==> config.mk <==
export PLATFORM = sky130hd
export DESIGN_NAME = instr_ptr_stack
export DESIGN_NICKNAME = d
export VERILOG_FILES = /design/src/rtl/instr_ptr_stack.sv
export SDC_FILE = /design/constraint.sdc
export NUM_CORES = 1
export LEC_CHECK = 0
export BUFFER_PORTS_ARGS = -buffer_cell sky130_fd_sc_hd__buf_2
export CORE_ASPECT_RATIO = 0.6
export CORE_MARGIN = 8
export CORE_UTILIZATION = 35
export DETAILED_ROUTE_END_ITERATION = 8
export SLEW_MARGIN = 20
export SYNTH_ARGS = -nofsm -noshare
export SYNTH_HDL_FRONTEND = slang
export SYNTH_SLANG_ARGS = --single-unit
export TNS_END_PERCENT = 20
==> constraint.sdc <==
create_clock -name clk -period 3.2 [get_ports clk]
set_input_delay 0.16 -clock clk [delete_from_list [all_inputs] [get_ports clk]]
set_output_delay 0.16 -clock clk [all_outputs]
set_load 0.05 [all_outputs]
==> src/rtl/instr_ptr_stack.sv <==
// instr_ptr_stack: instruction pointer with a return-address stack for zero-cycle call/ret
module instr_ptr_stack #(
  parameter int WIDTH = 8,
  parameter int STACK_DEPTH = 4
) (
  input  logic                               clk,
  input  logic                               reset,
  input  logic                               enable,
  input  logic                               load_enable,
  input  logic [WIDTH-1:0]                   load_val,
  input  logic                               call,
  input  logic                               ret,
  input  logic                               err_clear,
  output logic [WIDTH-1:0]                   ptr_out,
  output logic [$clog2(STACK_DEPTH+1)-1:0]   stack_depth,
  output logic                               stack_full,
  output logic                               stack_empty,
  output logic                               overflow_err,
  output logic                               underflow_err
);
  localparam int SW = $clog2(STACK_DEPTH + 1);
  localparam int IW = STACK_DEPTH > 1 ? $clog2(STACK_DEPTH) : 1;
  logic [WIDTH-1:0] prev_val, prev_inc;
  logic [WIDTH-1:0] stack [STACK_DEPTH];
  logic [SW-1:0] sp, top;
  logic pop, push;
  always_comb begin
    stack_depth = sp;
    stack_full = sp == SW'(STACK_DEPTH);
    stack_empty = sp == '0;
    top = sp - 1'b1;
    pop = ret && !stack_empty;
    push = call && !pop && !stack_full;
    ptr_out = pop ? stack[top[IW-1:0]] : (call || load_enable) ? load_val : enable ? prev_inc : prev_val;
  end
  always_ff @(posedge clk) begin
    if (reset) begin
      prev_val <= '0;
      prev_inc <= WIDTH'(1);
      sp <= '0;
      overflow_err <= 1'b0;
      underflow_err <= 1'b0;
    end else begin
      prev_val <= ptr_out;
      prev_inc <= ptr_out + 1'b1;
      sp <= push ? sp + 1'b1 : pop ? sp - 1'b1 : sp;
      overflow_err <= (call && !pop && stack_full) || (overflow_err && !err_clear);
      underflow_err <= (ret && stack_empty) || (underflow_err && !err_clear);
    end
  end
  // entries are never cleared; sp alone defines which are live
  always_ff @(posedge clk) begin
    if (!reset && push) stack[sp[IW-1:0]] <= prev_inc;
  end
endmodule

; ---- Yosys cells after proc, flatten, opt, wreduce, memory -nomap -nowiden
; Memories as Yosys holds them, arrays and structs flattened.
; Cells that the tools add are included.
[totals]
reg_bits = 21
ramBits = 32
in_bits = 15
out_inout_bits = 15
word_cells = 35
mem_count = 1
[classes]
addsub = 3
n_eq_ne = 1
muxes = 7
n_reduce_logical = 18
[memory_table]
columns = name, words, word_bits, read_ports, rd_clocked_by_memory_dff, write_ports, line
row1 = stack, 4, 8, 1, 0, 1, 24  ; logic [WIDTH-1:0] stack [STACK_DEPTH];
[ops]
columns = operator, count
row1 = 2-to-1 mux 8 bit, 3
row2 = "adder 8 x 1 -> 8 bit, second input constant", 1
row3 = logical AND 1 bit, 8
row4 = 2-to-1 mux 3 bit, 2
row5 = logical NOT 1 bit, 5
row6 = "adder 3 x 1 -> 3 bit, second input constant", 1
row7 = "== test 3 bit, second input constant", 1
row8 = logical NOT 3 bit, 1
row9 = logical OR 1 bit, 3
row10 = "subtractor 3 x 1 -> 3 bit, second input constant", 1
row11 = 2-to-1 mux 1 bit, 2
row12 = nonzero test 2 bit, 1

; ---- Depth between registers and ports, before layout
; Gate-level depths: netlist (run 1).
[logic_depth]
word_depth = 9
ltp_mapped = 12
mapped_depth_nobuf = 9

; ---- Worst setup path after synthesis (run 1)
; No wires, ideal clock.
[synth_timing]
path_kind = register to register
start = register sp[0], in the netlist stack_depth[0]
end = register prev_inc[7]
setup_ps = 123
t_arrival_ps = 2840
required_time_ps = 3077
slack_ps = 236
stages_incl_launch_ff = 12
path_buffers = 3
period_less_slack_ps = 2964
path_cell_list = dfxtp_1 -> buf_4 -> inv_1 -> ha_1 -> nand2b_4 -> buf_6 -> and2_4 -> buf_6 -> o21ai_2 -> nand3_2 -> nor4_2 -> mux2_1
[synth_via]
elab_chain_len = 5
word_cells_on_any_way = 7
cone_classes = add/sub: 2 / mux: 1 / reduce/logical: 3 / memory: 1
[synth_rtl]
columns = item, line
row1 = from (decl), 25  ; logic [SW-1:0] sp, top;
row2 = from (signal assigned), 46  ; sp <= push ? sp + 1'b1 : pop ? sp - 1'b1 : sp;
row3 = branches (longest 3 deep; another with memory (4 x 8 bit)), -
row4 = 2-to-1 mux 8 bit *, 34  ; ptr_out = pop ? stack[top[IW-1:0]] : (call || load_enable) ? load_val : enable ? prev_inc : prev_val;
row5 = via ptr_out[0], 14  ; output logic [WIDTH-1:0] ptr_out,
row6 = adder 8 x 1 -> 8 bit *, 45  ; prev_inc <= ptr_out + 1'b1;
row7 = to (signal assigned), 45
row8 = to (decl), 23  ; logic [WIDTH-1:0] prev_val, prev_inc;
; Mark *: on every way through the listed nets, which the timed path passes.
; A chain may end at the register's enable or synchronous reset.

; ---- Final worst setup path (run 1)
[layout_timing]
start = register sp[1], in the netlist stack_depth[1]
end = output port ptr_out[5]
[layout_via]
elab_chain_len = 4
word_cells_on_any_way = 6
cone_classes = add/sub: 1 / mux: 1 / reduce/logical: 3 / memory: 1
[layout_rtl]
columns = item, line
row1 = branches (longest 3 deep; another with memory (4 x 8 bit)), -
row2 = 2-to-1 mux 8 bit *, 34
row3 = to (decl), 14
; Every way passes the cells marked *.

==> impl_results.md, run 1 <==
* FF-to-FF End: prev_inc[7]
* CP startpoint kind: flip-flop
* WS Path Type: flip-flop to primary output
* Grt ovf at 0
* Post-CTS setup buffers at 0
* Die X at 122 um
* Setup ws final at 0.531 ns
* Vias at 1406
* Post-Syn Nets at 193
* Slew Limit Fails at 0
* CTS Buf Count at 5
* P_sw at 1.09 mW
* Buffers on Ports at 29
* Power Dens Cells at 942 nW/um^2
* Die area at 9670 um^2
* Vias in the first global route at 1425
* Fin cells at 289
* Dpl hpwl at 3.66 mm
* Yosys reg bits at 53
* Clk pwr share at 16.2%
* Drc violations at 0
* Status: complete, no violations
* Clk_skew at 0.00458 ns
* Leakage Power at 0.998 nW
* Comb power frac at 45.7%
* Mapped Cells at 172
* Post-cts resize count at 0
* Clk sink count at 53
* # setup viols final at 0
* Pre-CTS setup slack at 0.727 ns
* Pin count of the biggest net entering global routing at 21
* Mapped cell area at 2350 um^2
* Worst Reg-to-Reg Cells at 8
* GRT Util Overall at 10.9%
* Slew headroom at 56.5%
* Top_reg_cell synth: edfxtp_1
* Starting Density at 35.6%
* Critical Path RT at 3.04 ns
* Final min period at 2.67 ns
* H-tree levels at 2
* Hold_ws at 0.123 ns
* GP Congestion at 0.777
* CTS Hold Bufs at 0
* Synthesized area per cell at 13.7 um^2
* DR pass1 iterations at 4
* Critical Path Sink Type: primary output
* # Max-Cap Violations at 0
* Min-Delay Startpoint: err_clear
* Root Buffer: clkbuf_8
* Reg-to-Reg Start: stack_depth[1]
* Peak fanout along the critical path at 11
* Number of vias per cell at 4.87
* CTS tree: done
* Pint at 1.41 mW
* Ports at 30
* Die Height at 79.5 um
* Design area at 2650 um^2
* Hold Crit Class: input pin to flip-flop
* Initial antenna violation count at 0
* Post-synth cell types at 39
* Clock Latency Late Sink at 0.31 ns
* TNS Setup at 0 ns
* First-pass GRT wire length at 7.94 mm
* 1st-iter DRT viols at 105
* Critical Path AT at 2.51 ns
* Yosys Warn Count at 0
* Tightest Pin Transition at 0.651 ns
* DP Cell Count at 281
* Async S/R FF share, synth at 0%
* Seq/Total Area, Yosys at 58.8%
* Post-place instance area at 2560 um^2
* Nets@finish at 222
* Rows at 23
* Final Hold Viols at 0
* R2r setup slk at 0.74 ns
* Final period util at 83.4%
* Clk buf depth at 2
* Fraction of layout cells with a size suffix above 1 at 33.2%
* Core Region at 6590 um^2
* RSZ-0062 raised after global routing: no
* Hold depth at 3
* Max Freq at 0.375 GHz
* Synth top area cells: edfxtp_1 (41%), dfxtp_1 (18%), mux4_2 (7.7%)
* EDFF count, synth at 32
* Synth area leader: edfxtp_1
* Top-area cell type share of the netlist area at 40.9%
* Post-route ant nets at 0
* Flop pwr share at 38.0%
* VDD IR-drop max at 0.497 mV
* ANT cells at 0
* Switch share at 43.7%
* Reg clk slew, reported paths at 0.10 ns
* Wire per inst at 17.4 um
* Hold worst-path end: overflow_err
* Routed wire length at 5.02 mm
* Area Growth Syn to Fin at 12.9%
how the worst max path moves through the flow:
stage / startpoint / to / cells after the start / slack (ns)
after floorplan: stack_depth[0] / prev_inc[7] / 11 / 0.24
after global placement: stack_depth[1] / prev_inc[7] / 8 / 0.81
after detailed placement: stack_depth[1] / prev_inc[7] / 8 / 0.73
after CTS: stack_depth[1] / ptr_out[5] / 6 / 0.53
after global routing: stack_depth[1] / ptr_out[5] / 6 / 0.33
final: stack_depth[1] / ptr_out[5] / 6 / 0.53
synth_stat cells (all sizes together), types with 6 or more instances:
cell / number
inv: 8
a21oi: 7
nand3: 8
mux2i: 8
ha: 6
mux4: 8
dfxtp: 21
nor2b: 7
mux2: 6
nor2: 15
buf: 7
edfxtp: 32
cell families after synthesis:
| group | count (synthesis) | synth area share (%) |
|---|---|---|
| xor gates and xnor gates | 4 | 1.49 |
| adders and majority gates | 6 | 3.20 |
| muxes | 22 | 14.0 |
| AOI/OAI and AO/OA | 20 | 7.03 |
| DFF | 53 | 58.8 |
| buffers and inverters | 17 | 3.84 |
| and+or+nand+nor | 50 | 11.7 |
through the flow:
step	util (%)	power, mW
6_report	40.2	2.50
5_1_grt	40.2	2.64
4_1_cts	40.2	2.52
3_5_place_dp	38.8	2.12
3_3_place_gp	38.8	2.11
2_1_floorplan	-	1.86
layout make-up:
class	count	area (um^2)
Multi-Input combinational cell	102	877
Tap cell	87	109
Sequential cell	53	1380
Inverter	8	30.0
Timing Repair Buffer	31	160
Fill cell	626	3940
Clock inverter	3	25.0
Clock buffer	5	68.8
power groups by stage:
stage | registers, mW | logic (mW) | clock network (mW)
6_report | 0.950 | 1.14 | 0.406
5_1_grt | 0.966 | 1.24 | 0.441
4_1_cts | 0.949 | 1.16 | 0.411
3_5_place_dp | 0.966 | 1.15 | 0
3_3_place_gp | 0.962 | 1.15 | 0
2_1_floorplan | 0.999 | 0.860 | 0
layer usage:
layer	routed length, um	global-route usage (%)	share of wire [%]	vias up
met3	377	3.32	7.5	8
li1	-	-	-	681
met4	57	3.30	1.1	0
met2	1990	14.6	40	40
met5	0	0	0	-
met1	2590	16.3	52	677
placed cells by master, fill, tap and decap left out, types with 5 or more instances in the layout:
cell type	instances
nand3_1	7
ha_1	6
mux2i_1	8
dfxtp_1	21
a21oi_1	5
inv_1	8
clkbuf_8	5
nor2b_1	7
mux2_2	5
nor2_1	14
buf_2	29
mux4_2	8
edfxtp_1	32
state kept, by name, indices dropped and copies added (netlist names):
register       flops
underflow_err      1
stack             32
overflow_err       1
stack_depth        3
prev_val           8
prev_inc           8
critical path, stage by stage (launching register included):
cell     delay, ns
dfxtp_1       0.43
inv_1         0.11
ha_1          0.58
mux4_2        0.45
a21oi_2       0.34
inv_1         0.07
buf_2         0.21
No activity file was read; power rests on OpenSTA's default activity.
==> run 2, diff against run 1 <==
==> constraint.sdc (replaced) <==
create_clock -name clk -period 2.28 [get_ports clk]
set_input_delay 0.114 -clock clk [delete_from_list [all_inputs] [get_ports clk]]
set_output_delay 0.114 -clock clk [all_outputs]
set_load 0.05 [all_outputs]
==> impl_results.md, run 2 (synthesized netlist as in run 1, its figures left out) <==
* Clk buf depth at 2
* Clock Latency Late Sink at 0.31 ns
* Rows at 23
* H-tree levels at 2
* Critical Path AT at 2.39 ns
* Tightest Pin Transition at 0.430 ns
* Drc violations at 0
* Final min period at 2.19 ns
* First-pass GRT wire length at 8.00 mm
* Crit-path max cell delay at 0.37 ns
* Comb power frac at 49.0%
* Slew Limit Fails at 0
* Peak fanout along the critical path at 9
* Starting Density at 35.6%
* Critical Path RT at 2.48 ns
* Flop pwr share at 36.6%
* ANT cells at 0
* Most frequent cells in the layout: edfxtp_1 (32), buf_2 (28), dfxtp_1 (19)
* Most common library cell in the layout ignoring fill and taps: edfxtp_1
* P_sw at 1.57 mW
* CP startpoint kind: flip-flop
* Reg clk slew, reported paths at 0.10 ns
* Leakage Power at 1.06 nW
* Design area at 2790 um^2
* Pint at 2.12 mW
* DP Cell Count at 287
* Clk_skew at 0.00847 ns
* Initial antenna violation count at 0
* Dpl hpwl at 3.76 mm
* CTS tree: done
* Vias at 1433
* Die X at 122 um
* Fillers at 586
* WS Path Type: flip-flop to flip-flop
* Worst Reg-to-Reg Cells at 8
* Routed wire length at 5.07 mm
* Root Buffer: clkbuf_8
* # Max-Cap Violations at 0
* RSZ-0062 raised after global routing: yes
* # setup viols final at 0
* Die area at 9670 um^2
* Wire per inst at 17.0 um
* Critical Path Sink Type: flip-flop
* Hold worst-path end: overflow_err
* CP Cell Sequence: inv_1 > ha_4 > nand2b_4 > and2_2 > o21ai_4 > nand2_2 > nor4_2 > mux2_1
* Ports at 30
* Slowest cell on the critical path: dfxtp_4
* GRT Util Overall at 10.9%
* Fraction of layout cells with a size suffix above 1 at 38.4%
* CTS Buf Count at 5
* R2r setup slk at 0.09 ns
* DR pass1 iterations at 4
* Buffers on Ports at 29
* Grt ovf at 0
* FF-to-FF End: prev_inc[7]
* Switch share at 42.7%
* Number of vias per cell at 4.81
* Max Freq at 0.456 GHz
* GP Congestion at 0.748
* Post-route ant nets at 0
* Slew headroom at 71.3%
* Pre-CTS setup slack at 0.154 ns
* Clk pwr share at 14.4%
* Reg-to-Reg Start: stack_depth[1]
* Final Hold Viols at 0
* Post-place instance area at 2670 um^2
* Area Growth Syn to Fin at 19.0%
* Vias in the first global route at 1433
* Power Dens Cells at 1320 nW/um^2
* Final period util at 96.2%
* Fin cells at 298
* Nets@finish at 231
* Max reg flops at 32
* Clk sink count at 53
* 1st-iter DRT viols at 81
* Pin count of the biggest net entering global routing at 21
* VDD IR-drop max at 0.576 mV
* Setup ws final at 0.0857 ns
* Status: complete, no violations
* Die Height at 79.5 um
* Hold Crit Class: input pin to flip-flop
* Hold depth at 3
* TNS Setup at 0 ns
* Min-Delay Startpoint: err_clear
* Core Region at 6590 um^2
* Hold_ws at 0.0900 ns
## run 2: stage by stage
stage	total power [mW]	utilization [%]
2_1_floorplan	2.74	-
3_3_place_gp	3.12	40.5
3_5_place_dp	3.12	40.5
4_1_cts	3.66	42.0
5_1_grt	3.89	42.4
6_report	3.69	42.4
## run 2: worst max-delay path: cells and delay by family, from the launching register on
| family | cells | cell delay (ns) |
|---|---|---|
| compound gates | 1 | 0.26 |
| fa+ha+maj | 1 | 0.18 |
| buf+inv | 1 | 0.13 |
| flops | 1 | 0.37 |
| mux | 1 | 0.35 |
| simple gates | 4 | 0.79 |
## run 2: final cells by class
cell class	instances	area, um^2	share of cell area (%)
repair buffers	39	223	7.97
multi-input cells	103	947	33.9
clock inverters	3	22.5	0.806
flip-flops and latches	53	1390	49.7
inverters	8	35.0	1.25
well taps	87	109	3.90
clock buffers	5	68.8	2.46
## run 2: repair_timing
item | 4_1_cts | 5_1_grt
buffers inserted | 0 | 2
setup endpoints to repair | 1 | 3
pin swaps | 0 | 3
hold buffers | 0 | 0
cloned | 0 | 1
resized for setup | 1 | 1
hold endpoints to repair | 0 | 0
## run 2: how the worst max path moves through the flow
stage / end / slack (ns) / start / depth (start not counted)
CTS: ptr_out[5] / 0.02 / stack_depth[1] / 7
finish: prev_inc[7] / 0.09 / stack_depth[1] / 8
global placement: prev_inc[7] / 0.22 / stack_depth[1] / 8
floorplan: prev_inc[7] / -0.18 / stack_depth[0] / 11
detailed placement: prev_inc[7] / 0.15 / stack_depth[1] / 8
global route: prev_inc[7] / -0.03 / stack_depth[1] / 8
## run 2: routing by layer
layer / vias to the layer above / track usage (%) / routed length [um]
li1: 699 / - / -
met1: 688 / 17.6 / 2770
met2: 42 / 13.1 / 1930
met3: 4 / 3.53 / 344
met4: 0 / 2.20 / 26
met5: - / 0 / 0
## run 2: power by group through the flow
stage	clock (mW)	sequential, mW	combinational [mW]
5_1_grt	0.580	1.37	1.93
2_1_floorplan	0	1.42	1.32
4_1_cts	0.543	1.35	1.77
6_report	0.532	1.35	1.81
3_3_place_gp	0	1.37	1.75
3_5_place_dp	0	1.38	1.74
==> run 3, diff against run 2 <==
==> constraint.sdc (replaced) <==
create_clock -name clk -period 2.8 [get_ports clk]
set_input_delay 0.14 -clock clk [delete_from_list [all_inputs] [get_ports clk]]
set_output_delay 0.14 -clock clk [all_outputs]
set_load 0.05 [all_outputs]
==> impl_results.md, run 3 (synthesized netlist as in run 1, its figures left out) <==
* Status: complete, no violations
* Slew Limit Fails at 0
* Area Growth Syn to Fin at 13.3%
* Critical Path RT at 2.66 ns
* Starting Density at 35.6%
* VDD IR-drop max at 0.538 mV
* WS Path Type: flip-flop to primary output
* Clk buf depth at 2
* Power Dens Cells at 1070 nW/um^2
* Reg area at 1380 um^2
* Critical Path AT at 2.47 ns
* CTS Hold Bufs at 0
* Max Freq at 0.383 GHz
* Peak fanout along the critical path at 11
* CP startpoint kind: flip-flop
* DR pass1 iterations at 6
* Critical Path Sink Type: primary output
* Fraction of layout cells with a size suffix above 1 at 33.2%
* Most common library cell in the layout ignoring fill and taps: edfxtp_1
* TNS Setup at 0 ns
* RSZ-0062 raised after global routing: no
* Fillers at 597
* Root Buffer: clkbuf_8
* Hold Crit Class: input pin to flip-flop
* Vias in the first global route at 1394
* GRT Util Overall at 10.9%
* Hold_ws at 0.109 ns
* Grt ovf at 0
* # Max-Cap Violations at 0
* Nets@finish at 222
* Post-route ant nets at 0
* H-tree levels at 2
* Post-cts resize count at 0
* Dpl hpwl at 3.62 mm
* Leakage Power at 1.00 nW
* Core Region at 6590 um^2
* Pin count of the biggest net entering global routing at 22
* Routed wire length at 4.99 mm
* GP Congestion at 0.703
* # setup viols final at 0
* Die X at 122 um
* Post-CTS setup buffers at 0
* CTS Buf Count at 5
* Drc violations at 0
* Tightest Pin Transition at 0.549 ns
* Die area at 9670 um^2
* Final Hold Viols at 0
* Clock Latency Late Sink at 0.30 ns
* Design area at 2660 um^2
* Final min period at 2.61 ns
* ANT cells at 0
* Final period util at 93.2%
* Rows at 23
* Post-place instance area at 2570 um^2
* Max reg flops at 32
* Multi-input gate area at 892 um^2
* Most frequent cells in the layout: edfxtp_1 (32), buf_2 (29), dfxtp_1 (20)
* Vias at 1410
* Post-layout power at 2.83 mW
* First-pass GRT wire length at 7.96 mm
* Slew headroom at 63.4%
* Die Height at 79.5 um
* Clk_skew at 0.00372 ns
* 1st-iter DRT viols at 96
* Number of vias per cell at 4.88
* Ports at 30
* Clk sink count at 53
* Wire per inst at 17.3 um
* Reg clk slew, reported paths at 0.09 ns
* Initial antenna violation count at 0
* CTS tree: done
* Buffers on Ports at 29
run 3: worst paths after layout:
kind	start	slack, ns	endpoint	cells past startpoint
min reg2reg	overflow_err	0.47	overflow_err	2
min	err_clear	0.11	overflow_err	3
max reg2reg	stack_depth[1]	0.36	prev_inc[7]	8
max	stack_depth[1]	0.19	ptr_out[5]	6
run 3: worst max-delay path: stages, from the launching register on:
cell	delay, ns
dfxtp_1	0.41
inv_1	0.10
ha_1	0.57
mux4_2	0.45
a21oi_2	0.34
inv_1	0.07
buf_2	0.21
run 3: per-layer routing:
layer / global-route usage [%] / vias up / routed length [um]
met4: 2.94 / 0 / 46
met3: 3.81 / 8 / 250
met5: 0 / - / 0
met2: 13.2 / 31 / 1910
li1: - / 676 / -
met1: 17.2 / 695 / 2780
run 3: area by class of cell:
type                       instances  share of cell area, %
clock buffer                       5                   2.59
clock inverter                     3                  0.659
inverter                           8                   1.13
multi-input combinational        102                   33.5
sequential                        53                   52.0
tap                               87                   4.09
timing repair buffer              31                   6.02
run 3: power by group:
group,internal [mW],total (mW),switching (mW)
Sequential,0.998,1.09,0.0893
Clock,0.173,0.423,0.249
Combinational,0.435,1.32,0.889
run 3: stage by stage:
| stage | instances | utilization [%] | setup WS (ns) |
|---|---|---|---|
| 6_report | 289 | 40.4 | 0.190 |
| 5_1_grt | 289 | 40.4 | 0.0395 |
| 4_1_cts | 289 | 40.4 | 0.184 |
| 3_5_place_dp | 281 | 39.1 | 0.368 |
| 3_3_place_gp | 281 | 39.1 | 0.412 |
| 2_1_floorplan | 172 | - | 0.0832 |
